==> config.mk <==
export PLATFORM = sky130hd
export DESIGN_NAME = dmem_arbiter
export DESIGN_NICKNAME = d
export VERILOG_FILES = /design/src/rtl/dmem_arb_pkg.sv /design/src/rtl/dmem_arbiter_burst_cnt.sv /design/src/rtl/dmem_arbiter.sv
export SDC_FILE = /design/constraint.sdc
export NUM_CORES = 1
export LEC_CHECK = 0
export ABC_AREA = 1
export CORE_MARGIN = 10
export CORE_UTILIZATION = 35
export CTS_CLUSTER_DIAMETER = 40
export DETAILED_ROUTE_END_ITERATION = 12
export PLACE_DENSITY_LB_ADDON = 0.12
export SLEW_MARGIN = 20
export SYNTH_ARGS = -nofsm -noshare
export SYNTH_HDL_FRONTEND = slang
export SYNTH_SLANG_ARGS = --single-unit
==> constraint.sdc <==
create_clock -name clk -period 6 [get_ports clk]
set_clock_uncertainty 0.2 [all_clocks]
set_input_delay 1.2 -clock clk [delete_from_list [all_inputs] [get_ports clk]]
set_output_delay 1.2 -clock clk [all_outputs]
set_load 0.05 [all_outputs]
==> src/rtl/dmem_arb_pkg.sv <==
// Shared types and defaults for the data-memory arbiter.
// Optional feature macro used by the arbiter: DMEM_ARB_LOCK_EN (adds per-master lock inputs).
// req_t is sized by REQ_ADDR_W/REQ_DATA_W. These match the arbiter's default ADDR_W/DATA_W,
// so change them together with those parameters.
package dmem_arb_pkg;

    localparam int MAX_BURST_DEF = 8;
    localparam int REQ_ADDR_W    = 16;
    localparam int REQ_DATA_W    = 16;

    typedef enum logic [1:0] {
        OWN_IDLE = 2'd0,
        OWN_P    = 2'd1,
        OWN_D    = 2'd2
    } arb_state_e;

    typedef struct packed {
        logic                  we;
        logic [REQ_ADDR_W-1:0] addr;
        logic [REQ_DATA_W-1:0] wdata;
    } req_t;

endpackage

==> src/rtl/dmem_arbiter_burst_cnt.sv <==
// Saturating burst-length counter for the data-memory arbiter.
// clr has priority over load1, and load1 has priority over inc.
// The count holds once it reaches MAX_BURST.
module arb_burst_cnt
    import dmem_arb_pkg::*;
#(
    parameter  int MAX_BURST = MAX_BURST_DEF,
    localparam int CNT_W     = $clog2(MAX_BURST + 1)
) (
    input  logic             clk,
    input  logic             rst,
    input  logic             load1,
    input  logic             inc,
    input  logic             clr,
    output logic [CNT_W-1:0] cnt
);

    localparam logic [CNT_W-1:0] CNT_MAX = CNT_W'(MAX_BURST);

    // run length of the current owner: restart at 1 on handover, count up to the cap, clear when idle
    always_ff @(posedge clk) begin
        if (rst || clr) begin
            cnt <= '0;
        end else if (load1) begin
            cnt <= CNT_W'(1);
        end else if (inc && (cnt != CNT_MAX)) begin
            cnt <= cnt + 1'b1;
        end
    end

endmodule

==> src/rtl/dmem_arbiter.sv <==
// Data-memory arbiter between the processor data port (P) and a loader/DMA master (D).
// It grants at most one access per cycle and keeps ownership with the last owner (parking).
// The burst cap hands the port over once the owner has had MAX_BURST grants in a row
// while the other master waits. Read data comes back one cycle after the grant.
// Optional macro DMEM_ARB_LOCK_EN adds p_lock/d_lock. While its lock and request are both
// high, the owner is not pre-empted by the burst cap.
module dmem_arbiter
    import dmem_arb_pkg::*;
#(
    parameter int ADDR_W     = REQ_ADDR_W,
    parameter int DATA_W     = REQ_DATA_W,
    parameter int DMEM_DEPTH = 12,
    parameter int MAX_BURST  = MAX_BURST_DEF
) (
    input  logic                  clk,
    input  logic                  rst,
`ifdef DMEM_ARB_LOCK_EN
    input  logic                  p_lock,
    input  logic                  d_lock,
`endif
    input  logic                  p_req,
    input  logic                  p_we,
    input  logic [ADDR_W-1:0]     p_addr,
    input  logic [DATA_W-1:0]     p_wdata,
    output logic                  p_gnt,
    output logic                  p_rvalid,
    output logic [DATA_W-1:0]     p_rdata,
    input  logic                  d_req,
    input  logic                  d_we,
    input  logic [ADDR_W-1:0]     d_addr,
    input  logic [DATA_W-1:0]     d_wdata,
    output logic                  d_gnt,
    output logic                  d_rvalid,
    output logic [DATA_W-1:0]     d_rdata,
    output logic                  m_we,
    output logic [DMEM_DEPTH-1:0] m_addr,
    output logic [DATA_W-1:0]     m_wdata,
    input  logic [DATA_W-1:0]     m_rdata
);

    localparam int CNT_W = $clog2(MAX_BURST + 1);

    arb_state_e              state_q;
    arb_state_e              state_d;
    logic [CNT_W-1:0]        cnt;
    logic                    cnt_sat;
    logic                    cnt_load1;
    logic                    cnt_inc;
    logic                    cnt_clr;
    logic                    p_cap;
    logic                    d_cap;
    logic                    any_gnt;
    req_t                    sel;
    logic                    sel_hit;
    logic [DMEM_DEPTH-1:0]   addr_hold_q;
    logic [DATA_W-1:0]       wdata_hold_q;
    logic                    p_vld_p1;
    logic                    d_vld_p1;
    logic                    hit_p1;

    arb_burst_cnt #(
        .MAX_BURST (MAX_BURST)
    ) u_burst_cnt (
        .clk   (clk),
        .rst   (rst),
        .load1 (cnt_load1),
        .inc   (cnt_inc),
        .clr   (cnt_clr),
        .cnt   (cnt)
    );

    assign cnt_sat = (cnt == CNT_W'(MAX_BURST));

    // The cap only forces a handover when the owner is not inside a locked sequence.
`ifdef DMEM_ARB_LOCK_EN
    assign p_cap = cnt_sat && !p_lock;
    assign d_cap = cnt_sat && !d_lock;
`else
    assign p_cap = cnt_sat;
    assign d_cap = cnt_sat;
`endif

    // grant decision, next owner and burst-counter control
    always_comb begin
        p_gnt     = 1'b0;
        d_gnt     = 1'b0;
        state_d   = OWN_IDLE;
        cnt_load1 = 1'b0;
        cnt_inc   = 1'b0;
        cnt_clr   = 1'b0;
        case (state_q)
            OWN_P: begin
                if (p_req && !(d_req && p_cap)) p_gnt = 1'b1;
                else if (d_req)                 d_gnt = 1'b1;
            end
            OWN_D: begin
                if (d_req && !(p_req && d_cap)) d_gnt = 1'b1;
                else if (p_req)                 p_gnt = 1'b1;
            end
            default: begin
                if (p_req)      p_gnt = 1'b1;
                else if (d_req) d_gnt = 1'b1;
            end
        endcase
        if (p_gnt) begin
            state_d   = OWN_P;
            cnt_inc   = (state_q == OWN_P);
            cnt_load1 = (state_q != OWN_P);
        end else if (d_gnt) begin
            state_d   = OWN_D;
            cnt_inc   = (state_q == OWN_D);
            cnt_load1 = (state_q != OWN_D);
        end else begin
            cnt_clr   = 1'b1;
        end
    end

    // ownership register: remembers the last granted master
    always_ff @(posedge clk) begin
        if (rst) state_q <= OWN_IDLE;
        else     state_q <= state_d;
    end

    // route the granted master's request onto the memory side
    always_comb begin
        sel = '0;
        if (d_gnt) begin
            sel.we    = d_we;
            sel.addr  = REQ_ADDR_W'(d_addr);
            sel.wdata = REQ_DATA_W'(d_wdata);
        end else begin
            sel.we    = p_we;
            sel.addr  = REQ_ADDR_W'(p_addr);
            sel.wdata = REQ_DATA_W'(p_wdata);
        end
    end

    assign any_gnt = p_gnt || d_gnt;
    assign sel_hit = ((sel.addr >> DMEM_DEPTH) == '0);
    assign m_we    = any_gnt && sel.we && sel_hit && !rst;
    assign m_addr  = any_gnt ? sel.addr[DMEM_DEPTH-1:0] : addr_hold_q;
    assign m_wdata = any_gnt ? DATA_W'(sel.wdata) : wdata_hold_q;

    // keep the last driven address/data so the memory bus stays quiet between grants
    always_ff @(posedge clk) begin
        if (any_gnt) begin
            addr_hold_q  <= sel.addr[DMEM_DEPTH-1:0];
            wdata_hold_q <= DATA_W'(sel.wdata);
        end
    end

    // ---- p1: read return, one cycle after the grant ----
    // note which master took a read and whether it hit the memory
    always_ff @(posedge clk) begin
        if (rst) begin
            p_vld_p1 <= 1'b0;
            d_vld_p1 <= 1'b0;
            hit_p1   <= 1'b0;
        end else begin
            p_vld_p1 <= p_gnt && !p_we;
            d_vld_p1 <= d_gnt && !d_we;
            hit_p1   <= sel_hit;
        end
    end

    assign p_rvalid = p_vld_p1;
    assign d_rvalid = d_vld_p1;
    assign p_rdata  = (p_vld_p1 && hit_p1) ? m_rdata : '0;
    assign d_rdata  = (d_vld_p1 && hit_p1) ? m_rdata : '0;

endmodule

==> out/results.txt, run 1 <==
Run status = complete, no violations
Pwr Total = 0.00108 W
PortBufs = 150
Final Max Tran Viols = 0
Post-synthesis async set-or-reset flop share = 0
GRT Overall Usage = 0.167
Combinational fraction of design power = 0.526
CTS max path bufs = 2
Crit start category = input port
Wirelength per Cell = 15.4 um
Post-synth top area share = 0.386
Ys flop type = dfxtp_1
Static Leakage = 1.58 nW
CTS tree = yes
Post-synth EDFFs = 0
Register Area = 741 um2
GRT overflow = 0
Critical path's slowest cell = clkdlybuf4s50_1
Setup Buffers After CTS = 0
Area Overhead vs Synth = 80.8%
Kind of end point of the critical path = output pin
Final hold vios = 0
PostCTS Resize Cnt = 0
Worst path most repeated cell = nand3_1
Maxcap violations = 0
Crit-path cells = clkdlybuf4s50_1 > nand4_1 > nand3_1 > nand3_1 > nand2_2 > nand2_2 > inv_2 > nand2_1 > nand3_1 > buf_4
Clk network pwr share = 0.171
Setup TNS Final = 0 ns
RR Endpoint = addr_hold_q[2]
Synth top cells by count = nand2_1 (76), nand3_1 (66), dfxtp_1 (37)
Largest net degree at the start of global routing = 31
Worst-case vdd ir drop = 0.000268 V
Antenna viol nets, final = 0
Core area = 5200 um2
Cells on worst reg2reg path = 11
Maximum clock frequency = 211 MHz
Worst Hold Launch = wdata_hold_q[10]
Multi-input gate area = 977 um2
Row cnt = 26
Worst path bufs/invs = 3
Routed wire length = 7760 um
Part of the cycle the worst path needs = 0.791
Internal Power = 0.000582 W
Die height = 94.1 um
Most common cell in the netlist = nand2_1
Die width = 94.1 um
CP required = 4.60 ns
Via density per instance = 4.57
CTS Root Cell = clkbuf_8
Worst-Skew Late Latency = 0.28 ns
Setup CP Type = input port to output pin
R2R Setup Slk = 3.71 ns
Syn_nets = 377
Top post-synthesis cells by area = dfxtp_1 (39%), nand3_1 (17%), nand2_1 (15%)
Worst Path Max Fanout = 29
Seq/Total Area, Yosys = 0.386
P_sw = 0.000494 W
Vias in the first global route = 2274
Worst r2r src = u_burst_cnt.cnt[0]
Hold Path Cell Cnt = 2
Power per cell area = 310 nW/um2
Post-synthesis register bit count = 37
Clk sinks = 37
Dpl cell area = 3370 um2
Hold Crit Class = flop to flop
Vias = 2303
# diodes = 0
Num CTS Buffers = 5
Starting Density = 0.369
Post-synthesis average cell area = 6.69 um2
Post-Syn Instances = 287
Area leader, netlist = dfxtp_1
I/O pin total = 151
Sw frac = 0.459
Setup-failing EPs final = 0
First-pass GRT wire length = 11800 um
Final Cell Area = 3470 um2
TritonRoute pass-1 iters = 4
Nets = 523
Htree depth = 2
Post-synthesis cell type count = 28
Clock transition at path regs = 0.07 ns
Hold endpoint = wdata_hold_q[10]
Die Area = 8850 um2
Synth Warn # = 0
Mapped Area = 1920 um2
Hold WS = 0.262 ns
Post-DP HPWL = 6340 um
Crit-path max cell delay = 0.56 ns
Worst Max-Slew Pin Slew = 0.575 ns
GP Congestion = 0.815
Fraction of layout instances using a drive strength above 1 = 0.122
CP arrival = 3.35 ns
RSZ-0062 raised after global routing = no
Post-layout min period = 4.75 ns
DRC errors left = 0
Initial antenna violation count = 0
CP delay by family, top = buffers and inverters
DRT iter0 DRCs = 128
Flop pwr share = 0.303
Fillers = 474
Slew HR = 0.616
# hold bufs at CTS = 0
## worst max path at each step
stage,to,startpoint,cells after the start
after CTS,m_addr[2],p_req,10
after global routing,m_wdata[13],p_req,10
after floorplan,m_addr[2],p_req,9
after global placement,m_wdata[9],p_req,10
after detailed placement,m_addr[2],p_req,10
final,m_addr[2],p_req,10
## layer usage
layer	GRT usage	vias up	part of all wire
met5	0	-	0
met4	0.0354	0	0.0075
met3	0.0687	6	0.094
met2	0.293	93	0.49
met1	0.184	997	0.41
li1	-	1207	-
## power groups by stage
stage | clock network, W | logic [W] | registers (W)
after floorplan | 0 | 0.000377 | 0.000331
after global placement | 0 | 0.000565 | 0.000330
final | 0.000184 | 0.000566 | 0.000326
after global routing | 0.000200 | 0.000607 | 0.000333
after CTS | 0.000190 | 0.000572 | 0.000326
after detailed placement | 0 | 0.000571 | 0.000331
## worst register-to-register path: cells and delay by family, from the launching register on
kind | cells | cell delay (ns)
simple gates | 8 | 0.92
fa+ha+maj | 1 | 0.22
flops | 1 | 0.39
buf+inv | 2 | 0.52
## flip-flops by register name, summed over array words and instances, names as in the netlist
name	flops
wdata_hold_q	16
addr_hold_q	12
u_burst_cnt.cnt	4
state_q	2
d_rvalid	1
hit_p1	1
p_rvalid	1
## layout make-up
type | instances | area share
Sequential cell | 37 | 0.213
Timing Repair Buffer | 153 | 0.418
Multi-Input combinational cell | 205 | 0.282
Clock inverter | 2 | 0.00397
Clock buffer | 6 | 0.0238
Tap cell | 70 | 0.0252
Inverter | 31 | 0.0335
## per-stage QoR
stage	cells	worst slack, ns	utilization
after floorplan	287	2.06	-
after global placement	496	1.33	0.648
after detailed placement	496	1.25	0.648
after CTS	504	1.24	0.667
after global routing	504	1.02	0.667
final	504	1.25	0.667
## cell families after synthesis
group | share of synthesized area
simple gates | 0.441
buf+inv | 0.105
flops | 0.386
fa+ha+maj | 0.0261
xor+xnor | 0.00913
compound gates | 0.0332
## layout by cell type, fill, tap and decap left out
| cell type | synthesis | final |
|---|---|---|
| nor2_8 | 1 | 1 |
| a21oi_1 | 2 | 2 |
| nor2_2 | 1 | 1 |
| nand2_1 | 76 | 76 |
| clkinv_4 | 0 | 1 |
| nor3_1 | 1 | 1 |
| inv_2 | 2 | 2 |
| or4_1 | 1 | 1 |
| xor2_1 | 1 | 1 |
| o21ai_0 | 1 | 1 |
| a21oi_2 | 4 | 4 |
| nand2_2 | 3 | 3 |
| buf_4 | 1 | 32 |
| ha_1 | 4 | 4 |
| o21ai_1 | 1 | 1 |
| clkinv_2 | 0 | 1 |
| nand4_1 | 2 | 2 |
| o21ai_2 | 1 | 1 |
| clkdlybuf4s50_1 | 0 | 121 |
| clkbuf_8 | 0 | 6 |
| xnor2_1 | 1 | 1 |
| dfxtp_1 | 37 | 37 |
| nor4_1 | 1 | 1 |
| nand3b_1 | 1 | 1 |
| nand3_1 | 66 | 66 |
| nand2_4 | 1 | 1 |
| nor2_1 | 36 | 36 |
| inv_1 | 29 | 29 |
Power figures use the tool's default switching activity.
==> run 2, diff against run 1 <==
--- a/config.mk
+++ b/config.mk
@@ -7,7 +7,7 @@
 export LEC_CHECK = 0
 export ABC_AREA = 1
 export CORE_MARGIN = 10
-export CORE_UTILIZATION = 35
+export CORE_UTILIZATION = 30
 export CTS_CLUSTER_DIAMETER = 40
 export DETAILED_ROUTE_END_ITERATION = 12
 export PLACE_DENSITY_LB_ADDON = 0.12
==> constraint.sdc (replaced) <==
create_clock -name clk -period 4.1 [get_ports clk]
set_clock_uncertainty 0.2 [all_clocks]
set_input_delay 0.82 -clock clk [delete_from_list [all_inputs] [get_ports clk]]
set_output_delay 0.82 -clock clk [all_outputs]
set_load 0.05 [all_outputs]
==> out/results.txt, run 2 (synthesized netlist as in run 1, its figures left out) <==
Power per cell area = 489 nW/um2 (was 310 nW/um2)
Worst path most repeated cell = nand2_1 (was nand3_1)
Worst Setup EP = m_we (was m_addr[2])
Die Area = 10000 um2 (was 8850 um2)
Worst r2r src = u_burst_cnt.cnt[0] (unchanged)
Metal-1 WL = 3030 um (was 3160 um)
Run status = complete, no violations (unchanged)
Dpl cell area = 3800 um2 (was 3370 um2)
Starting Density = 0.306 (was 0.369)
Slew HR = 0.653 (was 0.616)
Clock transition at path regs = 0.08 ns (was 0.07 ns)
Worst Path Max Fanout = 13 (was 29)
CP delay by family, top = buffers and inverters (unchanged)
CTS max path bufs = 2 (unchanged)
Clk network pwr share = 0.170 (was 0.171)
Wirelength per Cell = 14.7 um (was 15.4 um)
Most frequent cells in the layout = clkdlybuf4s50_1 (119), nand2_1 (76), nand3_1 (66) (was clkdlybuf4s50_1 (121), nand2_1 (76), nand3_1 (66))
# diodes = 0 (unchanged)
GRT overflow = 0 (unchanged)
Kind of end point of the critical path = output pin (unchanged)
Worst-case vdd ir drop = 0.000294 V (was 0.000268 V)
Max FFs per register = 16 (unchanged)
Post-layout min period = 3.73 ns
Largest regs = wdata_hold_q x16, addr_hold_q x12, u_burst_cnt.cnt x4 (unchanged)
Crit-path max cell delay = 0.53 ns (was 0.56 ns)
Num CTS Buffers = 5 (unchanged)
Sw frac = 0.412 (was 0.459)
Final Cell Area = 3920 um2 (was 3470 um2)
CTS Root Cell = clkbuf_8 (unchanged)
TritonRoute pass-1 iters = 4 (unchanged)
R2R Setup Slk = 2.03 ns (was 3.71 ns)
Commonest non-fill, non-tap cell in the layout = clkdlybuf4s50_1 (unchanged)
Clk sinks = 37 (unchanged)
Pwr Total = 0.00191 W (was 0.00108 W)
Internal Power = 0.00113 W (was 0.000582 W)
Die width = 100 um (was 94.1 um)
Non-Filler Instances = 516 (was 504)
Maxcap violations = 0 (unchanged)
P_sw = 0.000789 W (was 0.000494 W)
Worst Max-Slew Pin Slew = 0.519 ns (was 0.575 ns)
Row cnt = 29 (was 26)
Setup Buffers After CTS = 0 (unchanged)
DRC errors left = 0 (unchanged)
Worst-Skew Late Latency = 0.29 ns (was 0.28 ns)
Crit. Startpoint = d_req (was p_req)
RR Endpoint = addr_hold_q[2] (unchanged)
I/O pin total = 151 (unchanged)
GRT Overall Usage = 0.145 (was 0.167)
Largest net degree at the start of global routing = 18 (was 31)
Part of the cycle the worst path needs = 0.910
Area Overhead vs Synth = 104% (was 80.8%)
Combinational fraction of design power = 0.580 (was 0.526)
Placed cells = 508 (was 496)
RSZ-0062 raised after global routing = no (unchanged)
Hold WS = 0.315 ns (was 0.262 ns)
Biggest register = wdata_hold_q (unchanged)
Vias = 2358 (was 2303)
Initial antenna violation count = 0 (unchanged)
First-pass GRT wire length = 11900 um (was 11800 um)
Uppermost routed layer = met4 (unchanged)
Antenna viol nets, final = 0 (unchanged)
Setup CP Type = input port to output pin (unchanged)
Critical path's slowest cell = clkdlybuf4s50_1 (unchanged)
Worst path bufs/invs = 3 (unchanged)
CTS tree = yes (unchanged)
Core area = 6280 um2 (was 5200 um2)
Nets = 528 (was 523)
Final hold vios = 0 (unchanged)
WP depth = 11 (was 10)
Vias in the first global route = 2445 (was 2274)
Cells on worst reg2reg path = 12 (was 11)
Hold Crit Class = flop to flop (unchanged)
CP required = 3.08 ns (was 4.60 ns)
# hold bufs at CTS = 0 (unchanged)
Setup-failing EPs final = 0 (unchanged)
Met3 wire len = 1070 um (was 727 um)
PostCTS Resize Cnt = 0 (unchanged)
Routed wire length = 7600 um (was 7760 um)
Die height = 100 um (was 94.1 um)
Final Max Tran Viols = 0 (unchanged)
CP arrival = 2.71 ns (was 3.35 ns)
Fraction of layout instances using a drive strength above 1 = 0.137 (was 0.122)
GP Congestion = 0.843 (was 0.815)
DRT iter0 DRCs = 67 (was 128)
Htree depth = 2 (unchanged)
Setup TNS Final = 0 ns (unchanged)
Crit-path cells = clkdlybuf4s50_1 > nand4_1 > nand2_1 > nand2_1 > nand3_1 > nand2_2 > buf_4 > o21ai_0 > o21ai_1 > nor2_2 > buf_12 (was clkdlybuf4s50_1 > nand4_1 > nand3_1 > nand3_1 > nand2_2 > nand2_2 > inv_2 > nand2_1 > nand3_1 > buf_4)
Crit start category = input port (unchanged)
Static Leakage = 1.73 nW (was 1.58 nW)
Post-DP HPWL = 6450 um (was 6340 um)
Maximum clock frequency = 268 MHz
Routed met2 length = 3370 um (was 3810 um)
PortBufs = 150 (unchanged)
Flop pwr share = 0.250 (was 0.303)
Via density per instance = 4.57 (about the same)
[run 2: cell count changes in the layout (fill, tap and decap cells not counted)]
| cell | previous run | this run |
|---|---|---|
| clkinv_2 | 1 | 0 |
| clkbuf_8 | 6 | 5 |
| bufinv_16 | 0 | 1 |
| clkinvlp_4 | 0 | 1 |
| clkdlybuf4s50_1 | 121 | 119 |
| buf_12 | 0 | 31 |
| buf_4 | 32 | 8 |
[run 2: power groups by stage]
stage	Clock (W)	Combinational [W]	Sequential (W)
CTS	0.000337	0.00112	0.000479
global route	0.000348	0.00117	0.000489
global placement	0	0.00112	0.000483
floorplan	0	0.000552	0.000484
finish	0.000325	0.00111	0.000478
detailed placement	0	0.00112	0.000487
[run 2: worst min path at each step]
stage,start,cells past startpoint,slack (ns),endpoint
after floorplan,u_burst_cnt.cnt[1],2,0.28,u_burst_cnt.cnt[1]
after global placement,u_burst_cnt.cnt[1],2,0.29,u_burst_cnt.cnt[1]
after detailed placement,u_burst_cnt.cnt[1],2,0.30,u_burst_cnt.cnt[1]
after CTS,u_burst_cnt.cnt[1],2,0.31,u_burst_cnt.cnt[1]
after global routing,u_burst_cnt.cnt[1],2,0.35,u_burst_cnt.cnt[1]
final,u_burst_cnt.cnt[1],2,0.31,u_burst_cnt.cnt[1]
[run 2: cell type report]
class	instances	area, um2
fill	586	2360
timing repair buffer	158	1870
multi-input combinational	205	977
sequential	37	741
inverter	31	116
tap	77	96.3
clock buffer	5	68.8
clock inverter	3	46.3
[run 2: through the flow]
stage	setup WS (ns)	util
2_1_floorplan	0.924	-
3_3_place_gp	0.445	0.606
3_5_place_dp	0.373	0.606
4_1_cts	0.372	0.624
5_1_grt	0.180	0.624
6_report	0.370	0.624
[run 2: worst register-to-register path, cell delays in order (launching register included)]
cell     delay (ns)
dfxtp_1        0.39
inv_1          0.08
ha_1           0.23
nand4_1        0.12
nand2_1        0.06
nand2_1        0.06
nand2_1        0.09
nand2_2        0.13
nand2_2        0.08
inv_2          0.12
buf_4          0.22
nand2_1        0.08
nand3_1        0.14
[run 2: metal layers]
layer / track usage / vias to the layer above
li1: - / 1210
met1: 0.157 / 1020
met2: 0.229 / 118
met3: 0.0879 / 10
met4: 0.0511 / 0
met5: 0 / -
